[src/rtl/check_progress_ctrl_if.sv]
// check_progress_ctrl_if: checker completion inputs and milestone valid/ready channel.
interface check_progress_ctrl_if #(parameter int N_SRC = 4);
    logic [N_SRC-1:0] check_valid_i;
    logic [N_SRC-1:0] check_err_i;
    logic             ms_valid_o;
    logic             ms_ready_i;
    logic [6:0]       ms_pct_o;
    modport master (output check_valid_i, check_err_i, ms_ready_i, input ms_valid_o, ms_pct_o);
    modport slave  (input check_valid_i, check_err_i, ms_ready_i, output ms_valid_o, ms_pct_o);
endinterface

[src/rtl/check_progress_ctrl.sv]
// check_progress_ctrl: aggregates checker completions, emits percent milestones, sequences end of test.
// Optional CHECK_PROGRESS_CTRL_ERR_STOP_EN: the first error in RUN ends the test as failed.
module check_progress_ctrl #(
    parameter int N_SRC     = 4,
    parameter int TOT_CHECK = 1000,
    parameter int CNT_W     = 32,
    parameter int N_STEPS   = 10,
    parameter int TIMEOUT   = 10000
) (
    input  logic                 clk_i,
    input  logic                 rst_i,
    input  logic                 start_i,
    check_progress_ctrl_if.slave bus,
    output logic [CNT_W-1:0]     n_checks_o,
    output logic [CNT_W-1:0]     n_errors_o,
    output logic                 busy_o,
    output logic                 done_o,
    output logic                 pass_o,
    output logic                 timeout_o,
    output logic                 overflow_o
);
    localparam int PW   = CNT_W + 8;
    localparam int SW   = $clog2(N_SRC + 1);
    localparam int KW   = $clog2(N_STEPS + 2);
    localparam int STEP = 100 / N_STEPS;
`ifdef CHECK_PROGRESS_CTRL_ERR_STOP_EN
    localparam bit ERR_STOP = 1'b1;
`else
    localparam bit ERR_STOP = 1'b0;
`endif

    typedef enum logic [2:0] {S_IDLE, S_RUN, S_DRAIN, S_DONE, S_TMO} state_t;

    state_t           r_state, w_state_nxt;
    logic [CNT_W-1:0] r_n_checks, r_n_errors, r_idle;
    logic [CNT_W-1:0] w_idle_nxt, w_chk_nxt, w_err_nxt;
    logic [CNT_W:0]   w_chk_sum, w_err_sum;
    logic [SW-1:0]    w_nv, w_ne;
    logic [PW-1:0]    w_prod;
    logic [KW-1:0]    r_k, r_e, r_pend, w_hi, w_new, w_avail;
    logic [6:0]       r_ms_pct;
    logic             r_ms_valid, r_pass, r_ovf;
    logic             w_any, w_err_hit, w_xfer, w_load, w_stop;

    always_comb begin
        w_nv = '0;
        w_ne = '0;
        for (int i = 0; i < N_SRC; i++) begin
            w_nv = w_nv + SW'(bus.check_valid_i[i]);
            w_ne = w_ne + SW'(bus.check_valid_i[i] & bus.check_err_i[i]);
        end
    end

    assign w_any      = |bus.check_valid_i;
    assign w_err_hit  = |(bus.check_valid_i & bus.check_err_i);
    assign w_chk_sum  = {1'b0, r_n_checks} + (CNT_W+1)'(w_nv);
    assign w_err_sum  = {1'b0, r_n_errors} + (CNT_W+1)'(w_ne);
    assign w_chk_nxt  = w_chk_sum[CNT_W] ? '1 : w_chk_sum[CNT_W-1:0];
    assign w_err_nxt  = w_err_sum[CNT_W] ? '1 : w_err_sum[CNT_W-1:0];
    assign w_idle_nxt = r_idle + CNT_W'(1);
    assign w_prod     = PW'(r_n_checks) * PW'(N_STEPS);

    // number of steps whose threshold the registered count has reached
    always_comb begin
        w_hi = '0;
        for (int j = 1; j <= N_STEPS; j++)
            if (w_prod >= PW'(j) * PW'(TOT_CHECK)) w_hi = w_hi + KW'(1);
    end

    assign w_new   = ((r_state == S_RUN || r_state == S_DRAIN) && w_hi >= r_k) ? w_hi - r_k + KW'(1) : '0;
    assign w_avail = r_pend + w_new;
    assign w_xfer  = r_ms_valid & bus.ms_ready_i;
    assign w_load  = (!r_ms_valid || w_xfer) && w_avail != '0;
    assign w_stop  = ERR_STOP && r_state == S_RUN && w_err_hit;

    always_comb begin
        w_state_nxt = r_state;
        case (r_state)
            S_IDLE:  w_state_nxt = start_i ? S_RUN : S_IDLE;
            S_RUN:
                if (w_stop) w_state_nxt = S_DONE;
                else if (r_n_checks >= CNT_W'(TOT_CHECK)) w_state_nxt = S_DRAIN;
                else if (TIMEOUT != 0 && !w_any && w_idle_nxt == CNT_W'(TIMEOUT)) w_state_nxt = S_TMO;
            S_DRAIN: if (w_avail == '0 && !r_ms_valid) w_state_nxt = S_DONE;
            default: ;
        endcase
    end

    always_ff @(posedge clk_i or posedge rst_i) begin
        if (rst_i) begin
            r_state    <= S_IDLE;
            r_n_checks <= '0;
            r_n_errors <= '0;
            r_idle     <= '0;
            r_k        <= KW'(1);
            r_e        <= KW'(1);
            r_pend     <= '0;
            r_ms_valid <= 1'b0;
            r_ms_pct   <= '0;
            r_pass     <= 1'b0;
            r_ovf      <= 1'b0;
        end else begin
            r_state <= w_state_nxt;
            if (r_state == S_IDLE && start_i) begin
                r_n_checks <= '0;
                r_n_errors <= '0;
            end else if (r_state == S_RUN) begin
                r_n_checks <= w_chk_nxt;
                r_n_errors <= w_err_nxt;
            end
            r_idle <= (r_state == S_RUN && !w_any) ? w_idle_nxt : '0;
            if ((r_state == S_DRAIN || r_state == S_DONE) && w_any) r_ovf <= 1'b1;
            if (w_stop) begin
                r_pend     <= '0;
                r_ms_valid <= 1'b0;
            end else begin
                r_k    <= r_k + w_new;
                r_pend <= w_load ? w_avail - KW'(1) : w_avail;
                if (w_load) begin
                    r_ms_valid <= 1'b1;
                    r_ms_pct   <= 7'(int'(r_e) * STEP);
                    r_e        <= r_e + KW'(1);
                end else if (w_xfer) r_ms_valid <= 1'b0;
            end
            if (r_state == S_DRAIN && w_state_nxt == S_DONE) r_pass <= r_n_errors == '0 && !r_ovf;
            else if (r_ovf) r_pass <= 1'b0;
        end
    end

    assign n_checks_o   = r_n_checks;
    assign n_errors_o   = r_n_errors;
    assign bus.ms_valid_o = r_ms_valid;
    assign bus.ms_pct_o = r_ms_pct;
    assign busy_o       = r_state == S_RUN || r_state == S_DRAIN;
    assign done_o       = r_state == S_DONE || r_state == S_TMO;
    assign pass_o       = r_pass;
    assign timeout_o    = r_state == S_TMO;
    assign overflow_o   = r_ovf;
endmodule

[src/flat_wrapper.sv]
// flat-port wrapper written by rule: the top's interface ports become plain ports
module check_progress_ctrl_flat 
#(
    parameter int N_SRC     = 4,
    parameter int TOT_CHECK = 1000,
    parameter int CNT_W     = 32,
    parameter int N_STEPS   = 10,
    parameter int TIMEOUT   = 10000
)
  (clk_i, rst_i, start_i, n_checks_o, n_errors_o, busy_o, done_o, pass_o, timeout_o, overflow_o, bus_check_valid_i, bus_check_err_i, bus_ms_ready_i, bus_ms_valid_o, bus_ms_pct_o);
  check_progress_ctrl_if #(.N_SRC(N_SRC)) bus_i ();
  input  logic clk_i;
  input  logic rst_i;
  input  logic start_i;
  output logic [CNT_W-1:0] n_checks_o;
  output logic [CNT_W-1:0] n_errors_o;
  output logic busy_o;
  output logic done_o;
  output logic pass_o;
  output logic timeout_o;
  output logic overflow_o;
  input wire logic [$bits(bus_i.check_valid_i)-1:0] bus_check_valid_i;
  input wire logic [$bits(bus_i.check_err_i)-1:0] bus_check_err_i;
  input wire logic [$bits(bus_i.ms_ready_i)-1:0] bus_ms_ready_i;
  output wire logic [$bits(bus_i.ms_valid_o)-1:0] bus_ms_valid_o;
  output wire logic [$bits(bus_i.ms_pct_o)-1:0] bus_ms_pct_o;
  assign bus_i.check_valid_i = bus_check_valid_i;
  assign bus_i.check_err_i = bus_check_err_i;
  assign bus_i.ms_ready_i = bus_ms_ready_i;
  assign bus_ms_valid_o = bus_i.ms_valid_o;
  assign bus_ms_pct_o = bus_i.ms_pct_o;
  check_progress_ctrl #(.N_SRC(N_SRC), .TOT_CHECK(TOT_CHECK), .CNT_W(CNT_W), .N_STEPS(N_STEPS), .TIMEOUT(TIMEOUT)) u_core (.clk_i(clk_i), .rst_i(rst_i), .start_i(start_i), .bus(bus_i), .n_checks_o(n_checks_o), .n_errors_o(n_errors_o), .busy_o(busy_o), .done_o(done_o), .pass_o(pass_o), .timeout_o(timeout_o), .overflow_o(overflow_o));
endmodule
[config.mk]
export PLATFORM = sky130hd
export DESIGN_NAME = check_progress_ctrl_flat
export DESIGN_NICKNAME = d
export VERILOG_FILES = /design/src/rtl/check_progress_ctrl_if.sv /design/src/rtl/check_progress_ctrl.sv /design/src/flat_wrapper.sv
export SDC_FILE = /design/constraint.sdc
export NUM_CORES = 1
export LEC_CHECK = 0
export BUFFER_PORTS_ARGS = -buffer_cell sky130_fd_sc_hd__buf_2
export CORE_MARGIN = 3
export CORE_UTILIZATION = 61
export CTS_BUF_LIST = sky130_fd_sc_hd__clkbuf_4 sky130_fd_sc_hd__clkbuf_8
export CTS_CLUSTER_DIAMETER = 100
export DETAILED_ROUTE_END_ITERATION = 10
export GPL_TIMING_DRIVEN = 1
export PLACE_DENSITY = 0.84
export SLEW_MARGIN = 20
export SYNTH_ARGS = -nofsm -noshare
export SYNTH_HDL_FRONTEND = slang
export SYNTH_SLANG_ARGS = --single-unit
[constraint.sdc]
create_clock -name clk_i -period 15.1 [get_ports clk_i]
set_clock_uncertainty 0.2 [all_clocks]
set_input_delay 2.265 -clock clk_i [delete_from_list [all_inputs] [get_ports clk_i]]
set_output_delay 2.265 -clock clk_i [all_outputs]
set_load 0.05 [all_outputs]
==> results of run 1 <==
-- worst max path at each step --
stage                          startpoint             to  depth (start not counted)
floorplan            u_core.n_checks_o[6]  u_core.pass_o                         53
global placement    u_core.n_checks_o[10]  u_core.r_e[3]                         51
detailed placement  u_core.n_checks_o[10]  u_core.r_e[3]                         51
CTS                 u_core.n_checks_o[10]  u_core.r_e[3]                         51
global route         u_core.n_checks_o[3]  u_core.r_e[3]                         54
finish               u_core.n_checks_o[3]  u_core.r_e[3]                         54
-- registers in the layout, summed over array words and instances, names as in the netlist, named ones only --
register / flops
u_core.bus.ms_pct_o: 6
u_core.overflow_o: 1
u_core.bus.ms_valid_o: 1
u_core.pass_o: 1
u_core.r_e: 4
u_core.r_idle: 32
u_core.n_errors_o: 32
u_core.r_pend: 4
u_core.r_state: 3
u_core.n_checks_o: 32
u_core.r_k: 3
-- cells in the final DEF, fill, tap and decap left out, drive strengths merged, types with 5 or more instances in the layout --
cell type    n
nand2      176
o21ai      156
dfrtp      118
nor2       101
ha         101
a21oi       96
buf         93
inv         78
xnor2       60
and3        44
nand3       39
xor2        36
nand4       27
nor4        24
nor3        24
a31oi       19
a21o        19
clkbuf      19
nand2b      13
and2        11
o31ai       11
nor2b       11
fa          10
mux2i       10
o21a         9
a22o         9
or3          8
o211ai       8
o21bai       6
bufinv       6
clkinv       6
a41oi        5
or4          5
-- cell type report --
cell class / count / area [um^2] / share of cell area [%]
clock inverter: 13 / 225 / 1.93
multi-input combinational: 1094 / 7110 / 61.1
tap: 220 / 275 / 2.36
timing repair buffer: 93 / 480 / 4.13
clock buffer: 19 / 249 / 2.14
sequential: 120 / 3010 / 25.8
inverter: 78 / 295 / 2.54
-- critical path, delay by kind of cell, from the launching register on --
family / cells / cell delay [ns]
muxes: 4 / 1.05
adders and majority gates: 14 / 3.95
xor gates and xnor gates: 7 / 1.11
AOI/OAI and AO/OA: 10 / 2.07
and+or+nand+nor: 12 / 3.37
DFF: 1 / 0.50
buffers and inverters: 7 / 0.75
-- report_power, final --
group	switching [mW]	internal (mW)	leakage (nW)	total [mW]
Combinational	0.169	0.0855	3.65	0.254
Clock	0.135	0.216	0.241	0.351
Sequential	0.0276	0.348	1.59	0.375
-- metal layers --
layer | vias up | part of all wire, % | GRT usage [%]
li1 | 4907 | - | -
met1 | 4821 | 44 | 38.9
met2 | 377 | 47 | 46.3
met3 | 41 | 6.7 | 5.30
met4 | 0 | 2.1 | 8.78
met5 | - | 0 | 0
-- logic make-up after synthesis --
group,Yosys count
AND/OR/NAND/NOR,500
AO/OA/AOI/OAI,372
XOR/XNOR,96
other,1
flip-flops,120
multiplexers,14
buffers and inverters,130
adder cells (fa/ha/maj),111
==> results.md, run 1 <==
- Outcome: finished clean
- Final period util: 86.8%
- Area post-placement: 11200 um^2
- Top post-synthesis cells by area: dfrtp_1, ha_1, o21ai_0
- Slew Limit Fails: 0
- Fillers: 1391
- Maximum root-to-sink buffer count: 2
- Setup slack, reg-to-reg: 1.99 ns
- Syn avg cell area: 7.90 um^2
- # IOs: 89
- I/O Buffers: 87
- TritonCTS clock tree: done
- Count leader, synth: nand2_1
- CP required: 15.27 ns
- Post-synth top area share: 27.8%
- CTS clock-pin slew for the worst setup and hold paths: 0.08 ns
- H-tree lvl count: 4
- Area Overhead vs Synth: 9.73%
- Die area: 19000 um^2
- Reg-to-reg endpoint: u_core.r_e[3]
- Worst Max-Slew Pin Slew: 1.05 ns
- Post-CTS Repair Setup Buffers: 0
- Largest area contributor in the netlist: dfrtp_1
- Initial antenna violation count: 0
- Endpoints failing setup: 0
- TritonCTS Buffers: 17
- Total of max-cap violations: 0
- Core Util, Final: 69.2%
- Initial Util: 63.1%
- Crit end category: flop
- Die W: 138 um
- Cell Pwr Density: 84.2 nW/um^2
- EDFF count, synth: 0
- Synth Area in XOR/XNOR: 7.92%
- Vias per cell: 6.20
- Mapped cell area: 10600 um^2
- Post-synthesis simple-gate area fraction: 22.7%
- Seq/Total Area, Yosys: 28.3%
- Hold path cells: 2
- Hold-fix buffers at CTS: 0
- Most used cell, CP: ha_1
- Netlist cell types: 77
- Total negative setup slack: 0 ns
- Crit-path max cell delay: 0.64 ns
- Slowest library cell on the worst path: or4_1
- Dpl cells: 1605
- DR vias: 10100
- Vias in the first global route: 9406
- Worst-Skew Late Latency: 0.45 ns
- Critical Path Start Type: flop
- Global-route wire length before repair: 44800 um
- Minimum clock period: 13.11 ns
- Complex-gate fraction of the synthesized area: 20.9%
- Syn_nets: 1467
- Beginning of the worst hold path: u_core.bus.ms_pct_o[3]
- Synth Area in Adders: 13.8%
- R2r worst-path depth: 54
- Ys Warns: 0
- Register bit total from synthesis: 120
- Origin of the critical flop-to-flop path: u_core.n_checks_o[3]
- Core area: 16800 um^2
- CTS Sinks: 120
- Total track usage: 28.5%
- Die Y: 138 um
- Final Cell Area: 11600 um^2
- Clk root buf: clkbuf_8
- Largest net degree at the start of global routing: 76
- CP Class: reg -> reg
- Worst IR Drop VDD: 0.115 mV
- Async SR Flop Fraction: 100%
- Synth top cells by count: nand2_1, o21ai_0, dfrtp_1
- Worst Path Max Fanout: 13
- Rows: 47
- Detailed Route WL: 27100 um
- Layout Cells excl Fill: 1637
- Min Hold Slack: 0.277 ns
- Share of cells above drive strength 1: 11.2%
- Mux share of post-synthesis cell area: 1.47%
- Worst min path class: reg -> reg
- Hold Path Sink: u_core.bus.ms_pct_o[3]
- Drt pass-1 iters: 6
- Total power: 0.981 mW
- GRT overflow: 0
- Routed wire per std cell: 16.6 um
- Dpl hpwl: 19700 um
- Main combinational cell family by area after synthesis: simple AND/OR/NAND/NOR gates
- LEAKAGE: 5.48 nW
- Final Worst Setup Slack: 1.99 ns
- Post_cts resized: 0
- FMAX: 76.3 MHz
- Final RePlAce weighted congestion: 0.924
- Residual DRC: 0
- Max transition margin: 29.8%
- Nets@finish: 1527
- RSZ-0062 raised after global routing: false
- N_diodes: 0
- Gate count of the mapped netlist: 1344
- Iter 0 DRT Violations: 940
- Place WS: 2.07 ns
- Crit path arrival time: 13.28 ns
- Routed Antenna Nets: 0
- Primary FF master, synth: dfrtp_1
- Final hold vios: 0
Note: power is estimated with default switching activity, not from simulation.
==> run 2: changes to the inputs <==
--- a/config.mk
+++ b/config.mk
@@ -6,13 +6,14 @@
 export NUM_CORES = 1
 export LEC_CHECK = 0
 export BUFFER_PORTS_ARGS = -buffer_cell sky130_fd_sc_hd__buf_2
+export CORE_ASPECT_RATIO = 0.75
 export CORE_MARGIN = 3
 export CORE_UTILIZATION = 61
 export CTS_BUF_LIST = sky130_fd_sc_hd__clkbuf_4 sky130_fd_sc_hd__clkbuf_8
 export CTS_CLUSTER_DIAMETER = 100
 export DETAILED_ROUTE_END_ITERATION = 10
 export GPL_TIMING_DRIVEN = 1
-export PLACE_DENSITY = 0.84
+export PLACE_DENSITY = 0.81
 export SLEW_MARGIN = 20
 export SYNTH_ARGS = -nofsm -noshare
 export SYNTH_HDL_FRONTEND = slang
==> run 2 against run 1 <==
Net effect:
- flip-flop and latch count stayed put
- via count is 0.20% lower
- final cell count is 0.31% lower
- setup slack worse by 0.11 ns
- count of clock-buffer cells in the layout stayed put
- routed wire length is 0.23% higher
- cell area is 0.72% lower
- total power is 4.6% lower
- sequential share of layout area is 0.19 points higher
- sequential power hardly changed
- clock power is 14% lower
- critical path type unchanged
==> results.md, run 2 (synthesis results as in run 1) <==
- Slew Limit Fails: 0 (unchanged)
- I/O Buffers: 87 (unchanged)
- Crit end category: flop (unchanged)
- Largest net degree at the start of global routing: 76 (unchanged)
- Rows: 41 (was 47)
- Worst-Skew Late Latency: 0.44 ns (was 0.45 ns)
- Final Worst Setup Slack: 1.88 ns (was 1.99 ns)
- DR WL met3: 2280 um (was 1810 um)
- Total track usage: 28.9% (was 28.5%)
- Cell Pwr Density: 80.9 nW/um^2 (was 84.2 nW/um^2)
- DR vias: 10100 (about the same)
- Core area: 16900 um^2 (was 16800 um^2)
- Hold-fix buffers at CTS: 0 (unchanged)
- Most common cell after layout, fill and taps aside: nand2_1 (unchanged)
- Total of max-cap violations: 0 (unchanged)
- Worst IR Drop VDD: 0.0783 mV (was 0.115 mV)
- Most frequent cells in the layout: nand2_1, o21ai_0, dfrtp_1 (unchanged)
- Routed wire per std cell: 16.7 um (was 16.6 um)
- Outcome: finished clean (unchanged)
- Iter 0 DRT Violations: 915 (was 940)
- Final Cell Area: 11600 um^2 (about the same)
- Initial Util: 62.7% (was 63.1%)
- # IOs: 89 (unchanged)
- CTS Sinks: 120 (unchanged)
- Crit-path max cell delay: 0.64 ns (about the same)
- Place WS: 2.05 ns (was 2.07 ns)
- Vias in the first global route: 9210 (was 9406)
- Worst Path Max Fanout: 13 (unchanged)
- Total negative setup slack: 0 ns (unchanged)
- Wire length on met1: 12700 um (was 11900 um)
- CP required: 15.26 ns (was 15.27 ns)
- Minimum clock period: 13.22 ns (was 13.11 ns)
- Nets@finish: 1527 (unchanged)
- Area Overhead vs Synth: 8.94% (was 9.73%)
- Initial antenna violation count: 0 (unchanged)
- Worst Max-Slew Pin Slew: 1.10 ns (was 1.05 ns)
- Final RePlAce weighted congestion: 0.951 (was 0.924)
- Drt pass-1 iters: 5 (was 6)
- Post_cts resized: 0 (unchanged)
- Final hold vios: 0 (unchanged)
- LEAKAGE: 5.42 nW (was 5.48 nW)
- GRT overflow: 0 (unchanged)
- Max Used Layer: met4 (unchanged)
- H-tree lvl count: 4 (unchanged)
- Crit path arrival time: 13.38 ns (was 13.28 ns)
- Slowest library cell on the worst path: nor4_1 (was or4_1)
- Final period util: 87.6% (was 86.8%)
- Vias per cell: 6.20 (about the same)
- Total power: 0.936 mW (was 0.981 mW)
- Post-CTS Repair Setup Buffers: 0 (unchanged)
- Endpoints failing setup: 0 (unchanged)
- TritonCTS clock tree: done (unchanged)
- Global-route wire length before repair: 45300 um (was 44800 um)
- Die area: 19000 um^2 (about the same)
- Metal2 WL: 11700 um (was 12800 um)
- N_diodes: 0 (unchanged)
- Clk root buf: clkbuf_8 (unchanged)
- Share of cells above drive strength 1: 11.1% (was 11.2%)
- Area post-placement: 11100 um^2 (was 11200 um^2)
- Die W: 158 um (was 138 um)
- Max transition margin: 26.8% (was 29.8%)
- Most used cell, CP: ha_1 (unchanged)
- TritonCTS Buffers: 17 (unchanged)
- Critical Path Start Type: flop (unchanged)
- Worst min path class: reg -> reg (unchanged)
- Maximum root-to-sink buffer count: 2 (unchanged)
- Dpl hpwl: 20000 um (was 19700 um)
- CTS clock-pin slew for the worst setup and hold paths: 0.07 ns (was 0.08 ns)
- CP Class: reg -> reg (unchanged)
- RSZ-0062 raised after global routing: false (unchanged)
- Die Y: 120 um (was 138 um)
- Detailed Route WL: 27200 um (was 27100 um)
- FMAX: 75.6 MHz (was 76.3 MHz)
- Residual DRC: 0 (unchanged)
- Routed Antenna Nets: 0 (unchanged)
- Min Hold Slack: 0.256 ns (was 0.277 ns)
## run 2: final cells by class
class                   count  area (um^2)
clock buffers              19          249
clock inverters            13          155
fillers                  1393         5370
inverters                  78          295
multi-input cells        1094         7110
flip-flops and latches    120         3010
well taps                 215          269
repair buffers             93          480
## run 2: where the power goes
group	switching (mW)	leakage [nW]	internal [mW]
clock	0.137	0.190	0.165
combinational	0.172	3.64	0.0864
sequential	0.0273	1.59	0.348
## run 2: metal layers
metal | vias up | GRT usage (%)
li1 | 4920 | -
met1 | 4735 | 44.0
met2 | 423 | 42.0
met4 | 0 | 6.45
met5 | - | 0
met3 | 48 | 6.37
## run 2: through the flow
step,utilization [%],instances
2_1_floorplan,-,1344
3_3_place_gp,65.8,1600
3_5_place_dp,65.8,1600
4_1_cts,68.2,1632
5_1_grt,68.3,1632
6_report,68.3,1632
## run 2: path summary, 6_finish.rpt
kind	startpoint	endpoint	slack, ns	cells past startpoint
hold / removal	u_core.overflow_o	u_core.pass_o	0.26	1
max in group asynchronous	rst_i	u_core.n_checks_o[15]	11.70	3
setup reg to reg	u_core.n_checks_o[3]	u_core.r_e[3]	1.88	54
setup / recovery	u_core.n_checks_o[3]	u_core.r_e[3]	1.88	54
hold reg to reg	u_core.overflow_o	u_core.pass_o	0.26	1
min in group asynchronous	rst_i	u_core.bus.ms_pct_o[2]	1.79	2
## run 2: critical path: cells and delay by family (launching register included)
| kind | cells | cell delay, ns |
|---|---|---|
| AO/OA/AOI/OAI | 12 | 2.40 |
| flip-flops | 1 | 0.51 |
| adder cells (fa/ha/maj) | 14 | 3.93 |
| multiplexers | 4 | 1.05 |
| XOR/XNOR | 6 | 0.94 |
| AND/OR/NAND/NOR | 11 | 3.35 |
| buffers and inverters | 7 | 0.76 |
